`config.mk`:
```
export PLATFORM = sky130hd
export DESIGN_NAME = instr_fetch_unit_flat
export DESIGN_NICKNAME = d
export VERILOG_FILES = /design/src/rtl/fetch_pkg.sv /design/src/rtl/instr_fetch_unit_if.sv /design/src/rtl/pc_next_logic.sv /design/src/rtl/instr_fetch_unit.sv /design/src/flat_wrapper.sv
export SDC_FILE = /design/constraint.sdc
export NUM_CORES = 1
export LEC_CHECK = 0
export CELL_PAD_IN_SITES_DETAIL_PLACEMENT = 1
export CELL_PAD_IN_SITES_GLOBAL_PLACEMENT = 1
export CORE_UTILIZATION = 22
export CTS_BUF_LIST = sky130_fd_sc_hd__clkbuf_16
export DETAILED_ROUTE_END_ITERATION = 10
export GPL_TIMING_DRIVEN = 0
export PLACE_DENSITY_LB_ADDON = 0.3
export SKIP_LAST_GASP = 1
export SLEW_MARGIN = 20
export SYNTH_ARGS = -nofsm -noshare
export SYNTH_HDL_FRONTEND = slang
export SYNTH_SLANG_ARGS = --single-unit
```
`constraint.sdc`:
```
create_clock -name clk -period 2.3 [get_ports clk]
set_input_delay 0.46 -clock clk [delete_from_list [all_inputs] [get_ports clk]]
set_output_delay 0.46 -clock clk [all_outputs]
set_load 0.05 [all_outputs]
```
`src/rtl/fetch_pkg.sv`:
```
// fetch_pkg
//   Shared definitions for the instruction fetch unit: FSM state encoding,
//   instruction field positions and default geometry.
//   Optional build macro used by the fetch unit: FETCH_PERF_CNT_EN.
package fetch_pkg;

   typedef enum logic [1:0] {
      ST_IDLE  = 2'd0,
      ST_RUN   = 2'd1,
      ST_HALT  = 2'd2,
      ST_FAULT = 2'd3
   } fetch_state_t;

   // Instruction word layout.
   localparam int INSTR_W = 32;
   localparam int B_BIT   = 31;   // unconditional jump
   localparam int C_BIT   = 30;   // conditional branch on ALU flag
   localparam int OFF_MSB = 7;    // signed PC-relative offset
   localparam int OFF_LSB = 0;
   localparam int OFF_W   = OFF_MSB - OFF_LSB + 1;

   localparam int DEF_ADDR_W    = 8;
   localparam int DEF_MEM_DEPTH = 32;

endpackage

```
`src/rtl/instr_fetch_unit_if.sv`:
```
// instr_fetch_unit_if
//   Fetch bus between the fetch unit, the instruction ROM and decode.
//   Signals:
//     addr_o        ROM address (always the current PC)
//     instr_i       combinational ROM read data for addr_o
//     pc_o          current PC, for decode/debug
//     instr_o       instruction forwarded to decode
//     instr_valid_o instruction is executed and retired this cycle
//   Handshake: instr_valid_o is a pure valid with no ready. Backpressure comes
//   from stall_i on the fetch unit: while stall_i is high instr_valid_o is low
//   and the PC holds, so decode sees an instruction exactly once, in the cycle
//   it retires.
//   Modports: master = fetch unit, slave = ROM/decode side.
interface instr_fetch_unit_if
   import fetch_pkg::*;
#(
   parameter int ADDR_W = DEF_ADDR_W
);

   logic [ADDR_W-1:0]  addr_o;
   logic [INSTR_W-1:0] instr_i;
   logic [ADDR_W-1:0]  pc_o;
   logic [INSTR_W-1:0] instr_o;
   logic               instr_valid_o;

   modport master (
      output addr_o,
      output pc_o,
      output instr_o,
      output instr_valid_o,
      input  instr_i
   );

   modport slave (
      input  addr_o,
      input  pc_o,
      input  instr_o,
      input  instr_valid_o,
      output instr_i
   );

endinterface

```
`src/rtl/pc_next_logic.sv`:
```
// pc_next_logic
//   Combinational next-PC computation.
//   Ports:
//     pc           current PC
//     instr        instruction at pc
//     flag         ALU comparison result for conditional branches
//     next_pc      PC + OFF when jumping/branching taken, else PC + 1 (mod 2^ADDR_W)
//     wrap         carry or borrow out of the ADDR_W-bit add
//     out_of_range next_pc >= MEM_DEPTH
//   Assumes ADDR_W >= OFF_W so the offset sign-extends into the PC width.
module pc_next_logic
   import fetch_pkg::*;
#(
   parameter int ADDR_W    = DEF_ADDR_W,
   parameter int MEM_DEPTH = DEF_MEM_DEPTH
) (
   input  logic [ADDR_W-1:0]  pc,
   input  logic [INSTR_W-1:0] instr,
   input  logic               flag,
   output logic [ADDR_W-1:0]  next_pc,
   output logic               wrap,
   output logic               out_of_range
);

   localparam logic [ADDR_W:0] DEPTH_LIM = (ADDR_W + 1)'(MEM_DEPTH);

   logic              taken;
   logic [OFF_W-1:0]  off;
   logic [ADDR_W:0]   step;
   logic [ADDR_W:0]   sum;
   logic              unused_instr_bits;

   assign unused_instr_bits = ^instr[C_BIT-1:OFF_MSB+1];

   always_comb begin
      // B has priority, but either taken path uses the same offset.
      taken = instr[B_BIT] | (instr[C_BIT] & flag);
      off   = instr[OFF_MSB:OFF_LSB];
      // One extra bit of width: for a positive step bit ADDR_W is the carry;
      // for a negative (sign-extended) step it is set exactly when the
      // result went below zero, i.e. the borrow.
      step  = taken ? {{(ADDR_W + 1 - OFF_W){off[OFF_W-1]}}, off}
                    : (ADDR_W + 1)'(1);
      sum   = {1'b0, pc} + step;
      next_pc      = sum[ADDR_W-1:0];
      wrap         = sum[ADDR_W];
      out_of_range = ({1'b0, next_pc} >= DEPTH_LIM);
   end

endmodule

```
`src/rtl/instr_fetch_unit.sv`:
```
// instr_fetch_unit
//   PC register and fetch-control FSM (IDLE/RUN/HALT/FAULT) in front of a
//   combinational instruction ROM.
//   Ports:
//     clk, rst_n     clock, asynchronous active-low reset
//     en_i           run enable; low parks the FSM in IDLE
//     stall_i        downstream stall; holds the PC
//     halt_req_i     enter HALT instead of retiring this cycle
//     resume_i       leave HALT
//     flag_i         ALU flag for conditional branches
//     bus            fetch bus (master): addr_o, instr_i, pc_o, instr_o, instr_valid_o
//     halted_o       high in HALT or FAULT
//     fault_o        high in FAULT (sticky until reset)
//     wrap_o         one-cycle pulse, in the cycle after a retire whose PC add wrapped
//     state_o        FSM state for debug/observation
//     retired_cnt_o  saturating retire counter (only with FETCH_PERF_CNT_EN)
//   Build macro: FETCH_PERF_CNT_EN adds retired_cnt_o.
module instr_fetch_unit
   import fetch_pkg::*;
#(
   parameter int ADDR_W    = DEF_ADDR_W,
   parameter int MEM_DEPTH = DEF_MEM_DEPTH,
   parameter int RESET_PC  = 0
) (
   input  logic                clk,
   input  logic                rst_n,
   input  logic                en_i,
   input  logic                stall_i,
   input  logic                halt_req_i,
   input  logic                resume_i,
   input  logic                flag_i,
   instr_fetch_unit_if.master  bus,
   output logic                halted_o,
   output logic                fault_o,
   output logic                wrap_o,
`ifdef FETCH_PERF_CNT_EN
   output logic [15:0]         retired_cnt_o,
`endif
   output fetch_state_t        state_o
);

   fetch_state_t      state;
   logic [ADDR_W-1:0] pc;
   logic              wrap_q;
   logic [ADDR_W-1:0] next_pc;
   logic              next_wrap;
   logic              next_oor;
   logic              retire;

   pc_next_logic #(
      .ADDR_W    (ADDR_W),
      .MEM_DEPTH (MEM_DEPTH)
   ) u_pc_next (
      .pc           (pc),
      .instr        (bus.instr_i),
      .flag         (flag_i),
      .next_pc      (next_pc),
      .wrap         (next_wrap),
      .out_of_range (next_oor)
   );

   // Retire is combinational on the same-cycle controls because the ROM
   // answers in the same cycle; it is also the PC load enable.
   assign retire = (state == ST_RUN) & en_i & ~halt_req_i & ~stall_i;

   assign bus.addr_o        = pc;
   assign bus.pc_o          = pc;
   assign bus.instr_o       = bus.instr_i;
   assign bus.instr_valid_o = retire;

   assign halted_o = (state == ST_HALT) | (state == ST_FAULT);
   assign fault_o  = (state == ST_FAULT);
   assign wrap_o   = wrap_q;
   assign state_o  = state;

   always_ff @(posedge clk or negedge rst_n) begin
      if (!rst_n) begin
         state  <= ST_IDLE;
         pc     <= ADDR_W'(RESET_PC);
         wrap_q <= 1'b0;
      end else begin
         wrap_q <= 1'b0;
         case (state)
            ST_IDLE: begin
               if (en_i) state <= ST_RUN;
            end
            ST_RUN: begin
               if (!en_i) begin
                  state <= ST_IDLE;
               end else if (halt_req_i) begin
                  state <= ST_HALT;
               end else if (!stall_i) begin
                  // The offending PC is kept on fault so it can be inspected.
                  pc     <= next_pc;
                  wrap_q <= next_wrap;
                  if (next_oor) state <= ST_FAULT;
               end
            end
            ST_HALT: begin
               if (resume_i)   state <= ST_RUN;
               else if (!en_i) state <= ST_IDLE;
            end
            ST_FAULT: begin
               state <= ST_FAULT;
            end
            default: begin
               state <= ST_IDLE;
            end
         endcase
      end
   end

`ifdef FETCH_PERF_CNT_EN
   logic [15:0] retired_cnt;

   always_ff @(posedge clk or negedge rst_n) begin
      if (!rst_n) begin
         retired_cnt <= 16'h0000;
      end else if (retire && (retired_cnt != 16'hFFFF)) begin
         retired_cnt <= retired_cnt + 16'h0001;
      end
   end

   assign retired_cnt_o = retired_cnt;
`endif

endmodule
```
`src/flat_wrapper.sv`:
```
// flat-port wrapper written by rule: the top's interface ports become plain ports
module instr_fetch_unit_flat import fetch_pkg::*;
#(
   parameter int ADDR_W    = DEF_ADDR_W,
   parameter int MEM_DEPTH = DEF_MEM_DEPTH,
   parameter int RESET_PC  = 0
)
  (clk, rst_n, en_i, stall_i, halt_req_i, resume_i, flag_i, halted_o, fault_o, wrap_o, state_o, bus_addr_o, bus_pc_o, bus_instr_o, bus_instr_valid_o, bus_instr_i);
  instr_fetch_unit_if #(.ADDR_W(ADDR_W)) bus_i ();
  input  logic clk;
  input  logic rst_n;
  input  logic en_i;
  input  logic stall_i;
  input  logic halt_req_i;
  input  logic resume_i;
  input  logic flag_i;
  output logic halted_o;
  output logic fault_o;
  output logic wrap_o;
  output fetch_state_t state_o;
  output wire logic [$bits(bus_i.addr_o)-1:0] bus_addr_o;
  output wire logic [$bits(bus_i.pc_o)-1:0] bus_pc_o;
  output wire logic [$bits(bus_i.instr_o)-1:0] bus_instr_o;
  output wire logic [$bits(bus_i.instr_valid_o)-1:0] bus_instr_valid_o;
  input wire logic [$bits(bus_i.instr_i)-1:0] bus_instr_i;
  assign bus_addr_o = bus_i.addr_o;
  assign bus_pc_o = bus_i.pc_o;
  assign bus_instr_o = bus_i.instr_o;
  assign bus_instr_valid_o = bus_i.instr_valid_o;
  assign bus_i.instr_i = bus_instr_i;
  instr_fetch_unit #(.ADDR_W(ADDR_W), .MEM_DEPTH(MEM_DEPTH), .RESET_PC(RESET_PC)) u_core (.clk(clk), .rst_n(rst_n), .en_i(en_i), .stall_i(stall_i), .halt_req_i(halt_req_i), .resume_i(resume_i), .flag_i(flag_i), .bus(bus_i), .halted_o(halted_o), .fault_o(fault_o), .wrap_o(wrap_o), .state_o(state_o));
endmodule
```
== After elaboration in Yosys (flattened, before gate mapping) ==
Index checks and enable logic that the tools add are counted.
Operators by class
  magnitude comparators: 1
  $mul: 0
  shift operators: 0
  div/mod/pow operators: 0
  equality and inequality tests: 7
  bitwise logic cells: 8
  reduce and logical (&&, ||, !) cells: 3
  add/subtract/negate cells: 1
  muxes and demuxes: 13
Operators with widths (number)
  two-way mux 2 bit: 7
  adder 8 x 9 -> 9 bit: 1
  two-way mux 9 bit: 1
  greater-or-equal comparator 8 x 6 -> 1 bit, second input constant: 1
  one-hot mux 2 bit (4 select lines): 1
  AND reduction 4 bit: 2
  bitwise AND 1 bit: 4
  equality test 2 bit, second input constant: 2
  two-way mux 1 bit: 4
  inequality test 4 x 3 -> 1 bit, second input constant: 1
  inequality test 4 bit, second input constant: 1
  inequality test 3 bit, second input constant: 1
  equality test 2 x 1 -> 1 bit, second input constant: 1
  logical NOT 2 bit: 1
  inequality test 2 bit, second input constant: 1
  NOT 1 bit: 2
  OR 1 bit: 2
Storage, ports and cells
  memories kept: 0
  memory bits (writable): 0
  ROM bits: 0
  register bits: 11
  bits of input ports: 39
  output and inout port bits: 54
  word-level logic and storage cells: 36
  latch bits: 0

== Longest topological paths before layout ==
Gate-level depths: netlist of the first run.
  depth after elaboration: 10
  gate-level depth with buffers: 9
  gate-level depth less buffers: 9

== Hierarchy ==
From an unflattened synthesis of the first run, not the netlist that was laid out.
Unflattened totals
  cell total of the unflattened synthesis: 132
  area total of the unflattened synthesis: 1208.7 sq um
Modules (own cells, without submodules)
  instr_fetch_unit: area an instance 758.2 sq um, times used 1, sequential area each 275.3 sq um, cells an instance 73
  pc_next_logic: area an instance 450.4 sq um, times used 1, sequential area each 0.0 sq um, cells an instance 59

== Worst setup path before layout of the first run ==
Ideal clock, no wire load.
  kind: input-to-reg
  start point: input bus_instr_i[30]
  end point: register u_core.wrap_q (netlist: u_core.wrap_o)
  setup slack: -0.043 ns
  data arrival time: 2.224 ns
  required time: 2.181 ns
  library setup time: 0.119 ns
  cell stages on the path: 9
  cell sequence: a21oi_1 > or2_2 > ha_1 > fa_1 > a21oi_1 > o211ai_1 > a31oi_1 > xnor2_1 > and2_1
On the way
  cells in the longest elaborated chain, start to end: 8
Ends and longest elaborated chain
  start: declaration: RTL line flat_wrapper.sv:25  | input wire logic [$bits(bus_i.instr_i)-1:0] bus_instr_i;
  bitwise AND 1 bit: RTL line pc_next_logic.sv:37  | taken = instr[B_BIT] | (instr[C_BIT] & flag);
  OR 1 bit: RTL line pc_next_logic.sv:37
  two-way mux 9 bit: RTL line pc_next_logic.sv:42  | step = taken ? {{(ADDR_W + 1 - OFF_W){off[OFF_W-1]}}, off}
  adder 8 x 9 -> 9 bit: RTL line pc_next_logic.sv:44  | sum = {1'b0, pc} + step;
  two-way mux 1 bit: RTL line instr_fetch_unit.sv:92  | end else if (!stall_i) begin
  two-way mux 1 bit: RTL line instr_fetch_unit.sv:90  | end else if (halt_req_i) begin
  two-way mux 1 bit: RTL line instr_fetch_unit.sv:88  | if (!en_i) begin
  two-way mux 1 bit: RTL line instr_fetch_unit.sv:83  | case (state)
  end signal: assignment: RTL line instr_fetch_unit.sv:95  | wrap_q <= next_wrap;
  end: declaration: RTL line instr_fetch_unit.sv:44  | logic wrap_q;
No other way between the ends.
A chain may end at the register's enable or synchronous reset.

== Final worst setup path of the first run ==
  start point: input stall_i
  end point: output bus_instr_valid_o
On the way
  cells in the longest elaborated chain, start to end: 2
Ends and longest elaborated chain
  start: declaration: RTL line flat_wrapper.sv:13  | input logic stall_i;
  NOT 1 bit (no line)
  bitwise AND 1 bit: RTL line instr_fetch_unit.sv:64  | assign retire = (state == ST_RUN) & en_i & ~halt_req_i & ~stall_i;
  end: declaration: RTL line flat_wrapper.sv:24  | output wire logic [$bits(bus_i.instr_valid_o)-1:0] bus_instr_valid_o;
No other way between the ends.

==> results.cfg, run 1 <==
[worst_hold_path]
min_path_type = reg -> reg
hp-start = u_core.bus.addr_o[5]

[yosys]
synth_seq_cells = 11
synth_area_um2 = 1130
ys_types = 29
yosysWarnings = 0
syn_area_per_cell_um2 = 8.55
seq_area_frac_synth_pct = 24.4
synth_fp_nets = 180
postSynthCellCount = 132

[floorplanning]
start_util_pct = 23.4
io_pins = 93
die_h_um = 73.6
core_area_um2 = 4820
dieArea_um2 = 5420
fp.dieW_um = 73.6
num_rows = 25

[sta]
finalClockSkew_ps = 0.668
post-route-period-util_pct = 96.1
slew_viol_final = 0
tns_ps = 0
worst_slack_ps = 89.5
whs_ps = 546
hold_violations = 0
grt_setup_unrepaired = yes
fmax_mhz = 452
tightest_slew_ps = 539
post-route-min-period_ps = 2210
finalSetupViolCount = 0
slew_headroom_pct = 63.9

[cts]
h-tree-depth = 1
numCtsBuffers = 3
cts_sinks = 11
cts_hold_buf = 0
clk_pin_slew_ps = 40
clockBufferDepth = 2
root_buffer = clkbuf_16
clock_latency_ps = 240
tritoncts = built

[setup_path]
crit_fanout = 4
cp.arrival_ps = 1750
cpPeakStageDelay_ps = 520
cp-end-kind = output port
critPathBufInv = 4
worstSetupPathType = in -> out
r2r_start = u_core.bus.addr_o[0]
crit_slowest_cell = or4b_4
start_kind = input port
cp-startpoint = stall_i
required_ps = 1840
cp_cell_sequence = clkdlybuf4s50_1, or4b_4, buf_6, inv_4, buf_8
critPathTopFamily = buffers and inverters

[routing]
dr.pass1.iters = 2
vias = 1187
ant_nets = 0
routed_wl_mm = 3.25
wire_per_inst_um = 11.5
drt_iter0_markers = 31
drc = 0
vias_per_cell = 4.21

[placement]
placed_cells = 269
dp_slack_ps = -857
gp_congestion = 0.714
numPortBuffers = 70
post-dp-hpwl_mm = 2.45

[grt]
gr-total-overflow = 0
grt_pass1_vias = 1159
grt_max_degree = 12
antenna_found_initial = 0
grt_pass1_wl_mm = 4.88
grt_usage_pct = 11.4

[layout]
nNetsFinal = 264
syn_to_final_growth_pct = 92.6
fin_cells = 282
drive_gt1_share_pct = 34.4
antenna_cells = 0
final_core_util_pct = 45.1

[power]
power.density_nw_per_um2 = 1200
ir_drop_uv = 551
power_leakage_uw = 0.00106

[run]
drv_cap = 0

[status]
status = complete, no violations
-- metrics by stage --
step / total power (uW) / instance area, um^2
6_report: 2620 / 2170
5_1_grt: 2760 / 2170
4_1_cts: 2530 / 2100
3_5_place_dp: 2120 / 1910
3_3_place_gp: 2110 / 1910
2_1_floorplan: 1610 / 1130
-- worst register-to-register path, cell delays in order (launching register included) --
cell and delay, ps:
dfrtp_1 430, ha_4 210, fa_2 380, a21oi_2 170, o211ai_1 160, a31oi_1 200
xnor2_1 80, and2_1 150
-- registers in the layout, summed over array words and instances (netlist names) --
| register | cells |
|---|---|
| u_core.bus.addr_o | 8 |
| u_core.state_o | 2 |
| u_core.wrap_o | 1 |
-- synthesized netlist by cell type --
cell type / n / share of area, %
a211oi_1: 1 / 0.67
o41ai_2: 1 / 1.4
a31oi_1: 2 / 1.1
and2_2: 1 / 0.67
nor2b_1: 7 / 3.9
buf_6: 1 / 1.0
a21oi_1: 8 / 3.5
dfrtp_1: 11 / 24
and2_1: 1 / 0.55
nand2_1: 14 / 4.7
or2_2: 1 / 0.55
xnor2_1: 5 / 3.9
o21ai_0: 2 / 0.89
clkbuf_1: 1 / 0.33
buf_2: 1 / 0.44
buf_4: 40 / 27
xor2_1: 2 / 1.6
ha_1: 8 / 8.9
inv_1: 5 / 1.7
o21ai_1: 5 / 2.2
nand3_1: 2 / 0.89
o211ai_1: 2 / 1.3
a32oi_1: 1 / 0.78
nand2b_1: 2 / 1.1
o21ai_2: 2 / 1.6
a41oi_1: 1 / 0.78
or4b_1: 1 / 0.89
fa_1: 1 / 1.8
a21o_1: 3 / 2.0
-- cell type report --
cell class	instances	area [um^2]
fill	581	2640
buffer	43	327
multi-input combinational	73	597
clock buffer	3	75.1
tap	67	83.8
inverter	5	21.3
sequential	11	275
clock inverter	1	3.75
timing repair buffer	79	791
-- report_power, final --
group | internal (uW) | switching (uW)
combinational | 781 | 1110
sequential | 276 | 128
clock | 229 | 91.1
total | 1290 | 1330
-- metal layers --
metal  GRT usage [%]  wire, um  vias to the layer above  share of wire (%)
li1                -         -                      566                  -
met3            3.29       287                        2                8.8
met4            1.92        14                        0               0.43
met1            13.2      1340                      548                 41
met2            21.0      1610                       71                 50
met5               0         0                        -                  0
-- kinds of logic (layout without fill, tap and decap cells) --
logic type | count (synthesis) | after routing | synth area share [%]
simple gates | 29 | 29 | 13.2
compound gates | 28 | 28 | 16.3
fa+ha+maj | 9 | 9 | 10.6
buf+inv | 48 | 131 | 30.0
flops | 11 | 11 | 24.4
xor+xnor | 7 | 7 | 5.43
-- layout by cell type, fill, tap and decap left out, types with 2 or more instances in the layout --
master,count
buf_4,46
dfrtp_1,11
o21ai_2,3
clkdlybuf4s50_1,55
clkbuf_16,3
a31oi_1,2
ha_1,5
a21o_1,3
xor2_1,2
clkbuf_2,2
a21oi_1,6
dlymetal6s2s_1,8
xnor2_1,5
dlygate4sd2_1,3
o211ai_1,2
buf_6,5
inv_1,5
o21ai_1,5
ha_4,2
nand2_1,14
nand3_1,2
nor2b_1,6
-- path summary, 6_finish.rpt --
kind,end,slack [ps],depth (start not counted)
min in group asynchronous,u_core.bus.addr_o[1],580,1
worst max register to register,u_core.wrap_o,410,7
worst min register to register,u_core.bus.addr_o[5],550,2
max in group asynchronous,u_core.bus.addr_o[5],1370,1
worst min-delay path,u_core.bus.addr_o[5],550,2
worst max-delay path,bus_instr_valid_o,90,5
-- what timing repair did --
action / in CTS / in global routing
endpoints found under the setup margin: 11 / 9
buffers inserted: 6 / 3
cloned: 0 / 0
pin swaps: 10 / 12
resized for setup: 32 / 19
No activity file was read; power rests on OpenSTA's default activity.
==> run 2, diff against run 1 <==
- SETUP_SLACK_MARGIN: unset -> 0.1
==> results.cfg, run 2 (synthesized netlist as in run 1, its figures left out) <==
[routing]
drc = 0
dr.pass1.iters = 2
ant_nets = 0
vias = 1188
wire_per_inst_um = 11.3
drt_iter0_markers = 25
vias_per_cell = 4.11
routed_wl_mm = 3.26

[cts]
clockBufferDepth = 2
clk_pin_slew_ps = 40
root_buffer = clkbuf_16
numCtsBuffers = 3
tritoncts = built
h-tree-depth = 1
cts_sinks = 11
clock_latency_ps = 240
cts_hold_buf = 0

[setup_path]
crit_slowest_cell = clkdlybuf4s50_1
crit_fanout = 3
start_kind = input port
cp_cell_sequence = clkdlybuf4s50_1, nor2b_4, ha_2, buf_6, a21oi_4, o211ai_1, xnor2_1, buf_4, o21ai_2
cp-end-kind = flop
ff2ff_path_depth = 7
critPathTopFamily = buffers and inverters
critPathBufInv = 3
cpPeakStageDelay_ps = 480
required_ps = 2430
cp.arrival_ps = 2280
worstSetupPathType = in -> reg
cp.depth = 9

[sta]
tns_ps = 0
finalClockSkew_ps = 1.10
finalSetupViolCount = 0
grt_setup_unrepaired = yes
post-route-period-util_pct = 93.6
fmax_mhz = 465
slew_viol_final = 0
slew_headroom_pct = 63.4
post-route-min-period_ps = 2150
tightest_slew_ps = 547
hold_violations = 0

[run]
drv_cap = 0

[layout]
largest_reg_flops = 8
fin_cells = 289
layout_common_cells = clkdlybuf4s50_1, buf_4, nand2_1
antenna_cells = 0
seqCellArea_um2 = 277
nNetsFinal = 271
num-fill-cells = 577
final_core_util_pct = 46.7
drive_gt1_share_pct = 39.2
syn_to_final_growth_pct = 99.2
multiInputGateArea_um2 = 621
final_common_cell = clkdlybuf4s50_1

[placement]
numPortBuffers = 70
placed_cells = 269
gp_congestion = 0.765
post-dp-hpwl_mm = 2.39

[grt]
gr-usage-met1_pct = 15.0
grt_usage_pct = 12.2
grt_util_met3_pct = 3.16
grt_pass1_wl_mm = 5.05
met2_usage_pct = 20.4
antenna_found_initial = 0
top_usage_layer = met2
gr-total-overflow = 0
grt_max_degree = 12
grt_pass1_vias = 1126

[power]
p_total_uw = 2680
power.density_nw_per_um2 = 1190
ir_drop_uv = 457
power_leakage_uw = 0.00107

[floorplanning]
start_util_pct = 23.4
fp.dieW_um = 73.6
io_pins = 93
die_h_um = 73.6
core_area_um2 = 4820
dieArea_um2 = 5420
num_rows = 25

[worst_hold_path]
min_path_type = reg -> reg
worstHoldPathCells = 2

[status]
status = complete, no violations
## run 2: final timing paths
check / start / end / slack [ps]
hold reg to reg: u_core.bus.addr_o[7] / u_core.bus.addr_o[7] / 540
setup / recovery: bus_instr_i[2] / u_core.bus.addr_o[6] / 150
min in group asynchronous: rst_n / u_core.bus.addr_o[4] / 580
setup reg to reg: u_core.bus.addr_o[0] / u_core.bus.addr_o[6] / 390
max in group asynchronous: rst_n / u_core.state_o[0] / 1330
hold / removal: u_core.bus.addr_o[7] / u_core.bus.addr_o[7] / 540
## run 2: per-layer routing
layer	up-vias	share of wire (%)
li1	584	-
met1	529	39
met2	69	50
met3	6	8.9
met4	0	1.7
met5	-	0
## run 2: worst reg2reg max path: stages (launching register included)
cell and delay (ps):
dfrtp_1 430, ha_4 200, fa_2 400, a21oi_4 160, o211ai_1 170, xnor2_1 260
buf_4 150, o21ai_2 40
## run 2: report_power, final
part / total, uW / switching, uW / internal (uW)
clock network: 322 / 91.0 / 231
registers: 401 / 123 / 278
logic: 1950 / 1120 / 830
total: 2680 / 1340 / 1340
## run 2: stage by stage
| stage | instance area, um^2 | hold WS, ps | setup slack [ps] |
|---|---|---|---|
| after global routing | 2250 | 598 | 18.2 |
| after global placement | 1920 | 520 | -813 |
| final | 2250 | 540 | 147 |
| after CTS | 2170 | 552 | 2.06 |
| after floorplan | 1140 | 164 | 150 |
| after detailed placement | 1920 | 538 | -808 |
## run 2: timing repair
action | in CTS | in global routing
setup endpoints to repair | 18 | 6
pin swaps | 17 | 11
setup buffers | 13 | 3
gates resized for setup | 48 | 11
## run 2: layout make-up
| cell class | count | share of cell area (%) |
|---|---|---|
| multi-input cells | 73 | 27.6 |
| repair buffers | 86 | 37.3 |
| flip-flops and latches | 11 | 12.3 |
| clock inverters | 1 | 0.223 |
| plain buffers | 43 | 14.5 |
| clock buffers | 3 | 3.34 |
| well taps | 67 | 3.73 |
| inverters | 5 | 0.946 |
==> run 3, diff against run 2 <==
- SETUP_SLACK_MARGIN: 0.1 -> unset
==> results of run 3 <==
Final layout, timing and power as in run 1 (identical DEF).
